`config.mk`:
```
export PLATFORM = sky130hd
export DESIGN_NAME = fifo_rd_ptr_ctrl
export DESIGN_NICKNAME = d
export VERILOG_FILES = /design/src/rtl/fifo_rd_ptr_ctrl.sv
export SDC_FILE = /design/constraint.sdc
export NUM_CORES = 1
export LEC_CHECK = 0
export ABC_CLOCK_PERIOD_IN_PS = 3450
export CAP_MARGIN = 20
export CORE_UTILIZATION = 25
export CTS_BUF_LIST = sky130_fd_sc_hd__clkbuf_8 sky130_fd_sc_hd__clkbuf_16
export DETAILED_ROUTE_END_ITERATION = 10
export SLEW_MARGIN = 0
export SYNTH_ARGS = -nofsm -noshare
export SYNTH_HDL_FRONTEND = slang
export SYNTH_SLANG_ARGS = --single-unit
```
`constraint.sdc`:
```
create_clock -name clk -period 3.45 [get_ports clk]
set_input_delay 0.69 -clock clk [delete_from_list [all_inputs] [get_ports clk]]
set_output_delay 0.69 -clock clk [all_outputs]
set_load 0.01 [all_outputs]
```
`src/rtl/fifo_rd_ptr_ctrl.sv`:
```
// Read-side pointer controller for a dual-clock FIFO: binary/Gray read pointer,
// look-ahead empty, almost-empty, fill level and underflow pulse.
module fifo_rd_ptr_ctrl #(
  parameter int ADDR_WIDTH = 3,
  parameter int PTR_WIDTH  = ADDR_WIDTH + 1,
  parameter int AE_THRESH  = 1
) (
  input  logic                  clk,
  input  logic                  rst,
  input  logic                  rinc,
  input  logic [PTR_WIDTH-1:0]  rq2_wptr,
  output logic [ADDR_WIDTH-1:0] raddr,
  output logic [PTR_WIDTH-1:0]  rptr,
  output logic                  rempty,
  output logic                  rempty_almost,
  output logic [PTR_WIDTH-1:0]  rlevel,
  output logic                  rd_underflow
);

  localparam logic [PTR_WIDTH:0] AE_TH = AE_THRESH[PTR_WIDTH:0];

  function automatic logic [PTR_WIDTH-1:0] gray2bin(input logic [PTR_WIDTH-1:0] g);
    logic [PTR_WIDTH-1:0] b;
    b[PTR_WIDTH-1] = g[PTR_WIDTH-1];
    for (int i = PTR_WIDTH - 2; i >= 0; i--) begin
      b[i] = b[i+1] ^ g[i];
    end
    return b;
  endfunction

  logic [PTR_WIDTH-1:0] rbin;
  logic [PTR_WIDTH-1:0] rbin_next;
  logic [PTR_WIDTH-1:0] rgray_next;
  logic [PTR_WIDTH-1:0] wbin;
  logic [PTR_WIDTH-1:0] level_next;
  logic                 rd_en;

  assign rd_en      = rinc & ~rempty;
  assign rbin_next  = rbin + {{(PTR_WIDTH-1){1'b0}}, rd_en};
  assign rgray_next = rbin_next ^ (rbin_next >> 1);
  assign wbin       = gray2bin(rq2_wptr);
  // Modulo subtraction: the wrap bit keeps a full FIFO distinct from an empty one.
  assign level_next = wbin - rbin_next;
  assign raddr      = rbin[ADDR_WIDTH-1:0];

  always_ff @(posedge clk or negedge rst) begin
    if (!rst) begin
      rbin          <= '0;
      rptr          <= '0;
      rempty        <= 1'b1;
      rempty_almost <= 1'b1;
      rlevel        <= '0;
      rd_underflow  <= 1'b0;
    end else begin
      rbin          <= rbin_next;
      rptr          <= rgray_next;
      rempty        <= (rgray_next == rq2_wptr);
      rempty_almost <= ({1'b0, level_next} <= AE_TH);
      rlevel        <= level_next;
      rd_underflow  <= rinc & rempty;
    end
  end

endmodule
```
==> flow_summary.yaml, run 1 <==
clocking:
  postCtsSetupBuffers: 0
  clock_path_buffers: 2
  cts.sinks: 14
  clk_latency_ns: 0.23
  cts_buffers: 3
  cts_htree_levels: 1
  cts_tree: "done"
  cts_hold_buf: 0
  root_buffer: "clkbuf_8"
  path_clk_slew_ns: 0.05
  cts_resized: 0
global_route:
  grt-busiest-layer: "met2"
  grt_pass1_wl_um: 2070
  grt_max_degree: 15
  use_met2_pct: 13.4
  grt_overflow: 0
  antenna_found_initial: 0
  grt_pass1_vias: 474
  grt_usage_pct: 8.41
  use_met3_pct: 0.937
  met1_usage_pct: 11.3
timing:
  hold_viol: 0
  drv_slew: 0
  slew_headroom_pct: 60.7
  setup_viol: 0
  holdWs_ns: 0.541
  worst_slew_pin_slew_ns: 0.587
  tns_ns: 0
  fmax_ghz: 0.349
  rsz0062_at_grt: "false"
  worst_clock_skew_ns: 0.000953
  period_minus_slack_ns: 2.86
  min_period_over_period_pct: 83.0
floorplanning:
  dieHeight_um: 55.5
  row_count: 19
  core_area_um2: 2730
  initial_core_util_pct: 26.2
  die_w_um: 55.5
  io_pins: 21
  dieArea_um2: 3080
synth:
  ys_ff_latch: 14
  synth_largest_area_cell: "dfrtp_1"
  yosys-top-cells-area: "dfrtp_1, xnor2_1, ha_1, dfstp_2, xor2_1"
  yosys_warnings: 0
  synth.avg_cell_area_um2: 13.3
  ys_async_sr_fraction_pct: 100
  yosysTopAreaCellShare_pct: 42.0
  ys_seq_area_share_pct: 49.3
  syn_nets: 66
  synthFlopType: "dfrtp_1"
  synth_cell_types: 20
  syn_inst: 54
  ys_top_cells_by_count: "dfrtp_1, xnor2_1, xor2_1"
  netlist_area_um2: 716
  synth_edf_count: 0
  yosys.cell_count.top_type: "dfrtp_1"
cells_and_area:
  final_area_um2: 1010
  area_growth_syn_to_layout_pct: 40.6
  final_util_pct: 36.8
  nNetsFinal: 90
  drive_above_1_share_pct: 13.0
  fillers: 276
  antenna_cells: 0
place:
  dpl_cell_area_um2: 951
  portBuffers: 20
  globalplace.congestion: 0.716
  dp_hpwl_um: 976
routing:
  drc: 0
  wl_per_cell_um: 10.8
  firstDrtPassIters: 4
  antenna_left: 0
  vias: 449
  routed_wl_um: 1160
  via_per_inst: 4.16
  drt_iter0_markers: 3
pwr:
  powerDensity_nw_per_um2: 1070
  peakVddDrop_mv: 0.490
  cellLeakagePower_nw: 0.439
worst_setup_path:
  cp.required_ns: 3.61
  cp_common_cell: "ha_1"
  crit_chain: "clkdlybuf4s50_1, nor2b_1, ha_1, ha_1, xnor2_1, ha_1, or3b_2, o311ai_4, xnor2_1, nor3_2"
  cp_slowest_cell: "or3b_2"
  worstSetupEndpointType: "flop"
  cp.buffers_inverters: 1
  critPathArrivalTime_ns: 3.03
  cp_max_fo: 3
  critPathLaunchType: "primary input"
  worstSetupPathType: "in2reg"
  max_stage_delay_ns: 0.48
  crit_family: "simple AND/OR/NAND/NOR gates"
job:
  max_cap_viol_count: 0
outcome:
  outcome: "finished clean"
hold_path:
  min_path_type: "reg2reg"
==> through the flow <==
step / std cells / power [mW] / setup slack, ns
4_1_cts: 108 / 1.09 / 0.558
3_3_place_gp: 104 / 0.925 / 0.336
2_1_floorplan: 54 / 0.709 / 0.913
3_5_place_dp: 104 / 0.937 / 0.331
6_report: 108 / 1.07 / 0.587
5_1_grt: 108 / 1.16 / 0.418
==> cell type report <==
type                            instances  area [um2]  area share, %
Multi-Input combinational cell         34         340           33.8
Sequential cell                        14         353           35.1
Tap cell                               31        38.8           3.86
Inverter                                5        18.8           1.87
Timing Repair Buffer                   20         200           19.9
Clock buffer                            4        55.1           5.47
==> layout by cell type, fill, tap and decap left out <==
cell             Yosys  routed
nor3_2               1       1
a21boi_0             1       1
clkbuf_8             0       4
dfstp_2              2       2
nand3_1              1       1
and2_1               3       3
nor2b_1              1       1
xnor3_2              1       1
or3b_2               1       1
xor2_1               6       6
mux2i_1              1       1
o21bai_1             1       1
o311ai_4             1       1
xnor3_1              1       1
nor2_1               1       1
dfrtp_1             12      12
ha_1                 5       5
clkdlybuf4s50_1      0      20
inv_1                5       5
xnor2_1              8       8
nor3_1               1       1
==> final timing paths <==
kind / cells past startpoint / slack [ns] / endpoint / start
hold / removal: 1 / 0.54 / rd_underflow / rempty
max in group asynchronous: 1 / 2.24 / rlevel[2] / rst
min in group asynchronous: 1 / 0.83 / rptr[0] / rst
hold reg to reg: 1 / 0.54 / rd_underflow / rempty
setup reg to reg: 9 / 1.00 / rempty_almost / rempty
setup / recovery: 10 / 0.59 / rempty_almost / rinc
==> cell families (layout without fill, tap and decap cells) <==
family,count (synthesis),count (layout),synth area share [%]
xor gates and xnor gates,16,16,23.6
DFF,14,14,49.3
and+or+nand+nor,9,9,8.04
buffers and inverters,6,29,3.15
adders and majority gates,5,5,8.74
AOI/OAI and AO/OA,3,3,5.77
muxes,1,1,1.40
==> sequential cells by signal (all words and copies together), names as in the netlist <==
register / count
rd_underflow: 1
rlevel: 4
rempty_almost: 1
rptr: 3
rbin: 4
rempty: 1
==> per-layer routing <==
metal  wire (um)  vias to the layer above  share of wire (%)
li1            -                      218                  -
met3          57                        0                4.9
met4           0                        0                  0
met2         558                       17                 48
met1         546                      214                 47
met5           0                        -                  0
==> power breakdown <==
part | total [mW] | internal [mW] | switching (mW)
logic | 0.634 | 0.340 | 0.295
registers | 0.286 | 0.250 | 0.0355
clock network | 0.151 | 0.101 | 0.0505
total | 1.07 | 0.691 | 0.381
Note: power is estimated with default switching activity, not from simulation.
==> run 2: changes to the inputs <==
--- a/config.mk
+++ b/config.mk
@@ -5,7 +5,7 @@
 export SDC_FILE = /design/constraint.sdc
 export NUM_CORES = 1
 export LEC_CHECK = 0
-export ABC_CLOCK_PERIOD_IN_PS = 3450
+export ABC_CLOCK_PERIOD_IN_PS = 2700
 export CAP_MARGIN = 20
 export CORE_UTILIZATION = 25
 export CTS_BUF_LIST = sky130_fd_sc_hd__clkbuf_8 sky130_fd_sc_hd__clkbuf_16
==> constraint.sdc (replaced) <==
create_clock -name clk -period 2.7 [get_ports clk]
set_input_delay 0.54 -clock clk [delete_from_list [all_inputs] [get_ports clk]]
set_output_delay 0.54 -clock clk [all_outputs]
set_load 0.01 [all_outputs]
==> run 2 against run 1 <==
Compared with the run above:
- design area is 8.0% higher
- register-to-register slack worse by 0.60 ns
- critical endpoint unchanged
- setup slack worse by 0.47 ns
- power is 38% higher
- clock skew hardly changed
- sequential power is 29% higher
- combinational power is 44% higher
==> flow_summary.yaml, run 2 (synthesis results as in run 1) <==
timing:
  tns_ns: 0
  drv_slew: 0
  hold_viol: 0
  period_minus_slack_ns: 2.59
  worst_clock_skew_ns: 0.00106
  slew_headroom_pct: 57.8
  rsz0062_at_grt: "false"
  min_period_over_period_pct: 95.8
  setup_ws_ns: 0.114
  fmax_ghz: 0.387
  worst_slew_pin_slew_ns: 0.631
  setup_viol: 0
floorplanning:
  dieArea_um2: 3080
  row_count: 19
  initial_core_util_pct: 26.2
  die_w_um: 55.5
  core_area_um2: 2730
  dieHeight_um: 55.5
  io_pins: 21
cells_and_area:
  multi_input_area_um2: 353
  top_regs: "rbin x4, rlevel x4, rptr x3"
  area_growth_syn_to_layout_pct: 51.7
  antenna_cells: 0
  nNetsFinal: 99
  final_area_um2: 1090
  drive_above_1_share_pct: 25.6
  final_common_cell: "clkdlybuf4s50_1"
  fillers: 265
  final_util_pct: 39.7
  layout_common_cells: "clkdlybuf4s50_1, dfrtp_1, buf_4"
  regArea_um2: 353
routing:
  drc: 0
  routed_wl_um: 1310
  via_per_inst: 4.20
  antenna_left: 0
  wl_met3_um: 46
  wl_per_cell_um: 11.2
  wl_met2_um: 588
  wl_met1_um: 652
  vias: 491
  top_layer_used: "met4"
  firstDrtPassIters: 2
  drt_iter0_markers: 2
place:
  post-place-ws_ns: -0.197
  dpl_cell_area_um2: 1020
  dp_hpwl_um: 1080
  portBuffers: 20
  globalplace.congestion: 0.760
worst_setup_path:
  cp.buffers_inverters: 1
  cp_slowest_cell: "or3b_2"
  worstSetupPathType: "in2reg"
  cp_max_fo: 3
  crit_path_start: "rinc"
  cp.required_ns: 2.86
  worstSetupEndpointType: "flop"
  max_stage_delay_ns: 0.47
  cp_common_cell: "ha_1"
  r2r_start: "rempty"
  crit_chain: "clkdlybuf4s50_1, nor2b_2, ha_2, ha_1, xnor2_1, ha_1, or3b_2, o311ai_4, xnor2_2, nor3_2"
  critPathArrivalTime_ns: 2.75
  critPathLaunchType: "primary input"
  crit_family: "simple AND/OR/NAND/NOR gates"
pwr:
  cellLeakagePower_nw: 0.488
  powerDensity_nw_per_um2: 1360
  peakVddDrop_mv: 0.672
  finalPower_mw: 1.48
global_route:
  grt_max_degree: 15
  antenna_found_initial: 0
  grt_usage_pct: 9.59
  grt_pass1_vias: 480
  grt_overflow: 0
  grt_pass1_wl_um: 2260
hold_path:
  min_path_type: "reg2reg"
  min_from: "rbin[3]"
job:
  max_cap_viol_count: 0
clocking:
  root_buffer: "clkbuf_8"
  clk_latency_ns: 0.24
  cts_tree: "done"
  cts_htree_levels: 1
  cts_hold_buf: 0
  cts.sinks: 14
  path_clk_slew_ns: 0.06
  clock_path_buffers: 2
  cts_buffers: 3
outcome:
  outcome: "finished clean"
## run 2: stage by stage
step	hold slack, ns	instances
2_1_floorplan	0.244	54
3_3_place_gp	0.532	113
3_5_place_dp	0.539	113
4_1_cts	0.548	117
5_1_grt	0.566	117
6_report	0.547	117
## run 2: worst paths after layout
kind,end,slack (ns),depth (start not counted)
setup / recovery,rempty_almost,0.11,10
hold / removal,rbin[3],0.55,1
setup reg to reg,rempty_almost,0.40,9
hold reg to reg,rbin[3],0.55,1
max in group asynchronous,rptr[1],1.60,1
min in group asynchronous,rlevel[0],0.69,1
## run 2: area by class of cell
class / instances / share of cell area [%]
multi-input cells: 34 / 32.5
repair buffers: 29 / 24.7
clock buffers: 4 / 5.07
flip-flops and latches: 14 / 32.5
inverters: 5 / 1.73
well taps: 31 / 3.57
## run 2: metal layers
layer	GRT usage, %	vias to the layer above
met3	1.17	2
met4	6.43	0
li1	-	238
met5	0	-
met2	14.6	14
met1	12.7	237
## run 2: repair_timing
item	in CTS	in global routing
endpoints found under the setup margin	0	2
resized for setup	0	3
buffers inserted	0	0
## run 2: power by group
part | internal [mW] | switching [mW] | total (mW)
Clock | 0.129 | 0.0702 | 0.199
Combinational | 0.507 | 0.403 | 0.910
Sequential | 0.320 | 0.0487 | 0.369
Total | 0.956 | 0.522 | 1.48
==> run 3: changes to the inputs <==
--- a/config.mk
+++ b/config.mk
@@ -10,7 +10,7 @@
 export CORE_UTILIZATION = 25
 export CTS_BUF_LIST = sky130_fd_sc_hd__clkbuf_8 sky130_fd_sc_hd__clkbuf_16
 export DETAILED_ROUTE_END_ITERATION = 10
-export SLEW_MARGIN = 0
+export SLEW_MARGIN = 10
 export SYNTH_ARGS = -nofsm -noshare
 export SYNTH_HDL_FRONTEND = slang
 export SYNTH_SLANG_ARGS = --single-unit
==> results of run 3 <==
The final DEF is identical to that of run 2; final timing and power are the same.
